--- src/rtl/sync_fifo_pkg.sv ---
// Shared defaults and sizing helpers for the parametrised sync FIFO.
package sync_fifo_pkg;

    localparam int DEF_DATA_WIDTH = 8;
    localparam int DEF_DEPTH      = 16;

    // Occupancy needs one more bit than the pointers to represent "full".
    function automatic int count_width(input int depth);
        return $clog2(depth) + 1;
    endfunction

endpackage

--- src/rtl/fifo_mem_dp.sv ---
// Simple dual-port storage: one synchronous write port, one read port that
// offers both the live head word and a registered copy captured on rd_en.
module fifo_mem_dp
    import sync_fifo_pkg::*;
#(
    parameter int DATA_WIDTH = DEF_DATA_WIDTH,
    parameter int DEPTH      = DEF_DEPTH
) (
    input  logic                     clk,
    input  logic                     reset,
    input  logic                     wr_en,
    input  logic [$clog2(DEPTH)-1:0] wr_addr,
    input  logic [DATA_WIDTH-1:0]    wr_data,
    input  logic                     rd_en,
    input  logic [$clog2(DEPTH)-1:0] rd_addr,
    output logic [DATA_WIDTH-1:0]    rd_head,
    output logic [DATA_WIDTH-1:0]    rd_data_p1
);

    logic [DATA_WIDTH-1:0] mem [DEPTH];

    always_ff @(posedge clk) begin
        if (wr_en) begin
            mem[wr_addr] <= wr_data;
        end
    end

    assign rd_head = mem[rd_addr];

    // ---- read stage p1: registered word, also serves as last-popped value
    always_ff @(posedge clk or negedge reset) begin
        if (!reset) begin
            rd_data_p1 <= '0;
        end else if (rd_en) begin
            rd_data_p1 <= mem[rd_addr];
        end
    end

endmodule

--- src/rtl/sync_fifo_param.sv ---
// Single-clock FIFO with occupancy count, programmable threshold flags,
// sticky error flags, synchronous flush and optional first-word-fall-through.
module sync_fifo_param
    import sync_fifo_pkg::*;
#(
    parameter int DATA_WIDTH = DEF_DATA_WIDTH,
    parameter int DEPTH      = DEF_DEPTH,
    parameter int AF_THRESH  = DEPTH - 2,
    parameter int AE_THRESH  = 2,
    parameter int FWFT       = 0
) (
    input  logic                          clk,
    input  logic                          reset,
    input  logic                          clear,
    input  logic                          write_en,
    input  logic [DATA_WIDTH-1:0]         data_in,
    input  logic                          read_en,
    output logic [DATA_WIDTH-1:0]         data_out,
    output logic                          full,
    output logic                          empty,
    output logic                          almost_full,
    output logic                          almost_empty,
    output logic [count_width(DEPTH)-1:0] count,
    output logic                          overflow,
    output logic                          underflow
);

    localparam int AW = $clog2(DEPTH);
    localparam int CW = count_width(DEPTH);
    localparam logic [CW-1:0] FULL_LVL = CW'(DEPTH);
    localparam logic [CW-1:0] AF_LVL   = CW'(AF_THRESH);
    localparam logic [CW-1:0] AE_LVL   = CW'(AE_THRESH);

    logic [AW-1:0]         wr_ptr;
    logic [AW-1:0]         rd_ptr;
    logic [CW-1:0]         count_q;
    logic                  wr_acc;
    logic                  rd_acc;
    logic [DATA_WIDTH-1:0] head;
    logic [DATA_WIDTH-1:0] rd_data_p1;

    assign empty        = (count_q == '0);
    assign full         = (count_q == FULL_LVL);
    assign almost_full  = (count_q >= AF_LVL);
    assign almost_empty = (count_q <= AE_LVL);
    assign count        = count_q;

    // A full FIFO may still take a write when the same cycle frees a slot.
    assign rd_acc = read_en & ~empty;
    assign wr_acc = write_en & (~full | rd_acc);

    fifo_mem_dp #(
        .DATA_WIDTH (DATA_WIDTH),
        .DEPTH      (DEPTH)
    ) u_mem (
        .clk        (clk),
        .reset      (reset),
        .wr_en      (wr_acc & ~clear),
        .wr_addr    (wr_ptr),
        .wr_data    (data_in),
        .rd_en      (rd_acc & ~clear),
        .rd_addr    (rd_ptr),
        .rd_head    (head),
        .rd_data_p1 (rd_data_p1)
    );

    // FWFT shows the live head; an empty FIFO falls back to the last popped word.
    assign data_out = ((FWFT != 0) && !empty) ? head : rd_data_p1;

    always_ff @(posedge clk or negedge reset) begin
        if (!reset) begin
            wr_ptr    <= '0;
            rd_ptr    <= '0;
            count_q   <= '0;
            overflow  <= 1'b0;
            underflow <= 1'b0;
        end else if (clear) begin
            wr_ptr    <= '0;
            rd_ptr    <= '0;
            count_q   <= '0;
            overflow  <= 1'b0;
            underflow <= 1'b0;
        end else begin
            if (wr_acc) begin
                wr_ptr <= wr_ptr + AW'(1);
            end
            if (rd_acc) begin
                rd_ptr <= rd_ptr + AW'(1);
            end
            case ({wr_acc, rd_acc})
                2'b10:   count_q <= count_q + CW'(1);
                2'b01:   count_q <= count_q - CW'(1);
                default: count_q <= count_q;
            endcase
            if (write_en && !wr_acc) begin
                overflow <= 1'b1;
            end
            if (read_en && !rd_acc) begin
                underflow <= 1'b1;
            end
        end
    end

endmodule

--- config.mk ---
export PLATFORM = sky130hd
export DESIGN_NAME = sync_fifo_param
export DESIGN_NICKNAME = d
export VERILOG_FILES = /design/src/rtl/sync_fifo_pkg.sv /design/src/rtl/fifo_mem_dp.sv /design/src/rtl/sync_fifo_param.sv
export SDC_FILE = /design/constraint.sdc
export NUM_CORES = 1
export LEC_CHECK = 0
export CORE_MARGIN = 4
export CORE_UTILIZATION = 64
export CTS_CLUSTER_SIZE = 8
export DETAILED_ROUTE_END_ITERATION = 8
export GPL_ROUTABILITY_DRIVEN = 0
export GPL_TIMING_DRIVEN = 0
export PLACE_DENSITY = 0.84
export SLEW_MARGIN = 20
export SYNTH_ARGS = -nofsm -noshare
export SYNTH_HDL_FRONTEND = slang
export SYNTH_SLANG_ARGS = --single-unit
export TNS_END_PERCENT = 5
--- constraint.sdc ---
create_clock -name clk -period 8 [get_ports clk]
set_clock_uncertainty 0.1 [all_clocks]
set_input_delay 1.2 -clock clk [delete_from_list [all_inputs] [get_ports clk]]
set_output_delay 1.2 -clock clk [all_outputs]
set_load 0.05 [all_outputs]
==> results.yml <==
yosys:
  synthArstFlopShare_pct: 15.2
  yosysUniqueCellTypes: 43
  synth_ff_type: "edfxtp_1"
  synthCells: 350
  synth-seq-cells: 151
  synth_edf_count: 128
  syn-cell-area_um2: 6260
  seq_area_frac_synth_pct: 70.6
  synth.top_cell.area_share_pct: 61.4
  synth_area_per_cell_um2: 17.9
  synthTopCellsByArea: "edfxtp_1 (61%), mux4_2 (11%), dfrtp_1 (9.2%)"
  yosys_warnings: 0
  synth_largest_area_cell: "edfxtp_1"
  syn_nets: 372
final_layout:
  diodes: 0
  nets: 421
  area_delta_synth_final_pct: 16.4
  final_cell_mix: "edfxtp_1 (128), nor2_1 (35), mux4_2 (31)"
  finalNonFillerCells: 540
  layout_commonest_cell: "edfxtp_1"
  drive_gt1_share_pct: 22.4
  fin_area_um2: 7290
critical_path:
  timing.rr.end: "count[4]"
  crit_chain: "or4_1, buf_6, nor2_1, clkdlybuf4s50_1"
  worstRegToRegCells: 10
  r2r_start: "count[1]"
  worstSetupStartpointType: "register"
  critPathMaxStageDelay_ps: 830
  crit_arrival_ps: 2730
  cp.buffers_inverters: 2
  cp_top_family: "buffers and inverters"
  crit_fanout: 9
  crit_path_end_kind: "output port"
  r2r_setup_slack_ps: 4970
  crit_slowest_cell: "clkdlybuf4s50_1"
  cp.required_ps: 6700
  crit_type: "register to output port"
power:
  p_per_area_nw_per_um2: 305
  p_seq_share_pct: 42.2
  ir_drop_v: 0.000207
  leakage_uw: 0.00246
  power.internal_uw: 1550
  power_switching_uw: 670
  power_frac_comb_pct: 22.6
  pwr-share-clk_pct: 35.2
  p_sw_share_pct: 30.1
placement:
  io_buffers: 30
  hpwl_mm: 8.25
  place_area_um2: 6730
  dp.cells: 509
clocking:
  clock_sinks: 151
  clk_pin_slew_worst_paths_ps: 60
  clk_latency_ps: 540
  tritoncts: "done"
  cts_hold_buf: 0
  cts_max_level: 4
  cts_buffers: 17
  cts.path.max_buffers: 2
  post_cts_buffers: 0
  cts_root_buf: "clkbuf_8"
  postCtsResizedCells: 0
floorplanning:
  core_um2: 9370
  die_width_um: 107
  dieArea_um2: 11400
  dieHeight_um: 107
  rows: 35
  io_pins: 32
  initial_core_util_pct: 66.8
detailed_routing:
  drtAntennaViolNets: 0
  drt_iter0_drc: 455
  highest_layer: "met4"
  dr_wl_met3_mm: 1.27
  wl_mm: 13.7
  detail_route.wl_per_cell_um: 25.4
  route.met2.wl_mm: 7.00
  viasPerCell: 6.50
  num_vias: 3511
  drt_first_pass_iters: 5
  wl_met1_mm: 4.96
  drcViolationCount: 0
timing:
  slew_headroom_pct: 33.6
  whs_ps: 407
  tightest_slew_ps: 992
  timing.final.crit_share_pct: 50.4
  tns_ps: 0
  finalCriticalPeriod_ps: 4030
  setup_viol: 0
  slew_violations: 0
  hold_viol: 0
  clock.fmax_mhz: 248
  rsz0062_at_grt: "false"
job:
  drv_cap: 0
min_path:
  min_from: "underflow"
  worstHoldEndpoint: "underflow"
  min_path_cells: 2
  hold_class: "register to register"
grt:
  grt.overflow.total: 0
  grt_max_degree: 24
  antenna_found_initial: 0
  grtUsageTotal_pct: 26.2
  grt_pass1_wl_mm: 21.1
  grt_pass1_vias: 3645
outcome:
  status: "complete, no violations"
-- state kept, by name (all words and copies together), names as in the netlist --
register and count:
count 5, overflow 1, rd_ptr 4, u_mem.mem 128, u_mem.rd_data_p1 8, underflow 1, wr_ptr 4
-- worst reg2reg max path, cell delays in order (launching register included) --
cell and delay, ps:
dfrtp_1 490, or4_1 570, buf_6 170, o21ai_4 160, or2_2 160, inv_1 80, ha_1 330, nand2b_1 70
a21oi_1 310, mux2_2 380, a31oi_1 120
-- worst max-delay path by stage --
stage / to / cells past startpoint / from
after floorplan: almost_empty / 2 / count[4]
after global placement: count[4] / 8 / write_en
after detailed placement: count[4] / 8 / write_en
after CTS: full / 4 / count[1]
after global routing: full / 4 / count[1]
final: full / 4 / count[1]
-- synthesized netlist by cell type (4+ instances only) --
library cell	count
o22ai_1	16
buf_2	7
mux4_2	31
nand3_1	4
buf_6	4
a21oi_1	13
nand2_1	11
mux2_2	9
edfxtp_1	128
ha_1	8
inv_1	9
mux2i_1	4
dfrtp_1	23
nor2_1	35
xnor2_1	4
-- cell type report --
cell class / count / area [µm²]
buffer: 17 / 110
clock buffer: 19 / 422
clock inverter: 12 / 151
fill: 520 / 2080
inverter: 9 / 33.8
multi-input combinational: 173 / 1700
sequential: 151 / 4420
tap: 129 / 161
timing repair buffer: 30 / 295
-- kinds of logic after synthesis --
family          count (synthesis)  synth area share [%]
mux                            48                  14.5
xor+xnor                        7                 0.979
fa+ha+maj                       9                  1.92
simple gates                   64                  4.81
flops                         151                  70.6
compound gates                 45                  4.89
buf+inv                        26                  2.30
-- through the flow --
step	util (%)	power [µW]	worst slack, ps
2_1_floorplan	-	1290	3410
3_3_place_gp	71.8	1430	4280
3_5_place_dp	71.8	1450	4240
4_1_cts	77.9	2230	3950
6_report	77.8	2220	3970
5_1_grt	77.8	2300	3840
-- power by group through the flow --
stage	Combinational, µW	Sequential (µW)	Clock [µW]
after floorplan	241	1050	0
after global placement	480	952	0
after detailed placement	495	952	0
after CTS	502	937	789
after global routing	529	944	825
final	502	938	784
-- metal layers --
metal  up-vias  global-route usage (%)
met5         -                       0
met4         0                    11.7
met3        50                    7.77
met2       216                    43.0
met1      1768                    32.5
li1       1477                       -
No activity file was read; power rests on OpenSTA's default activity.
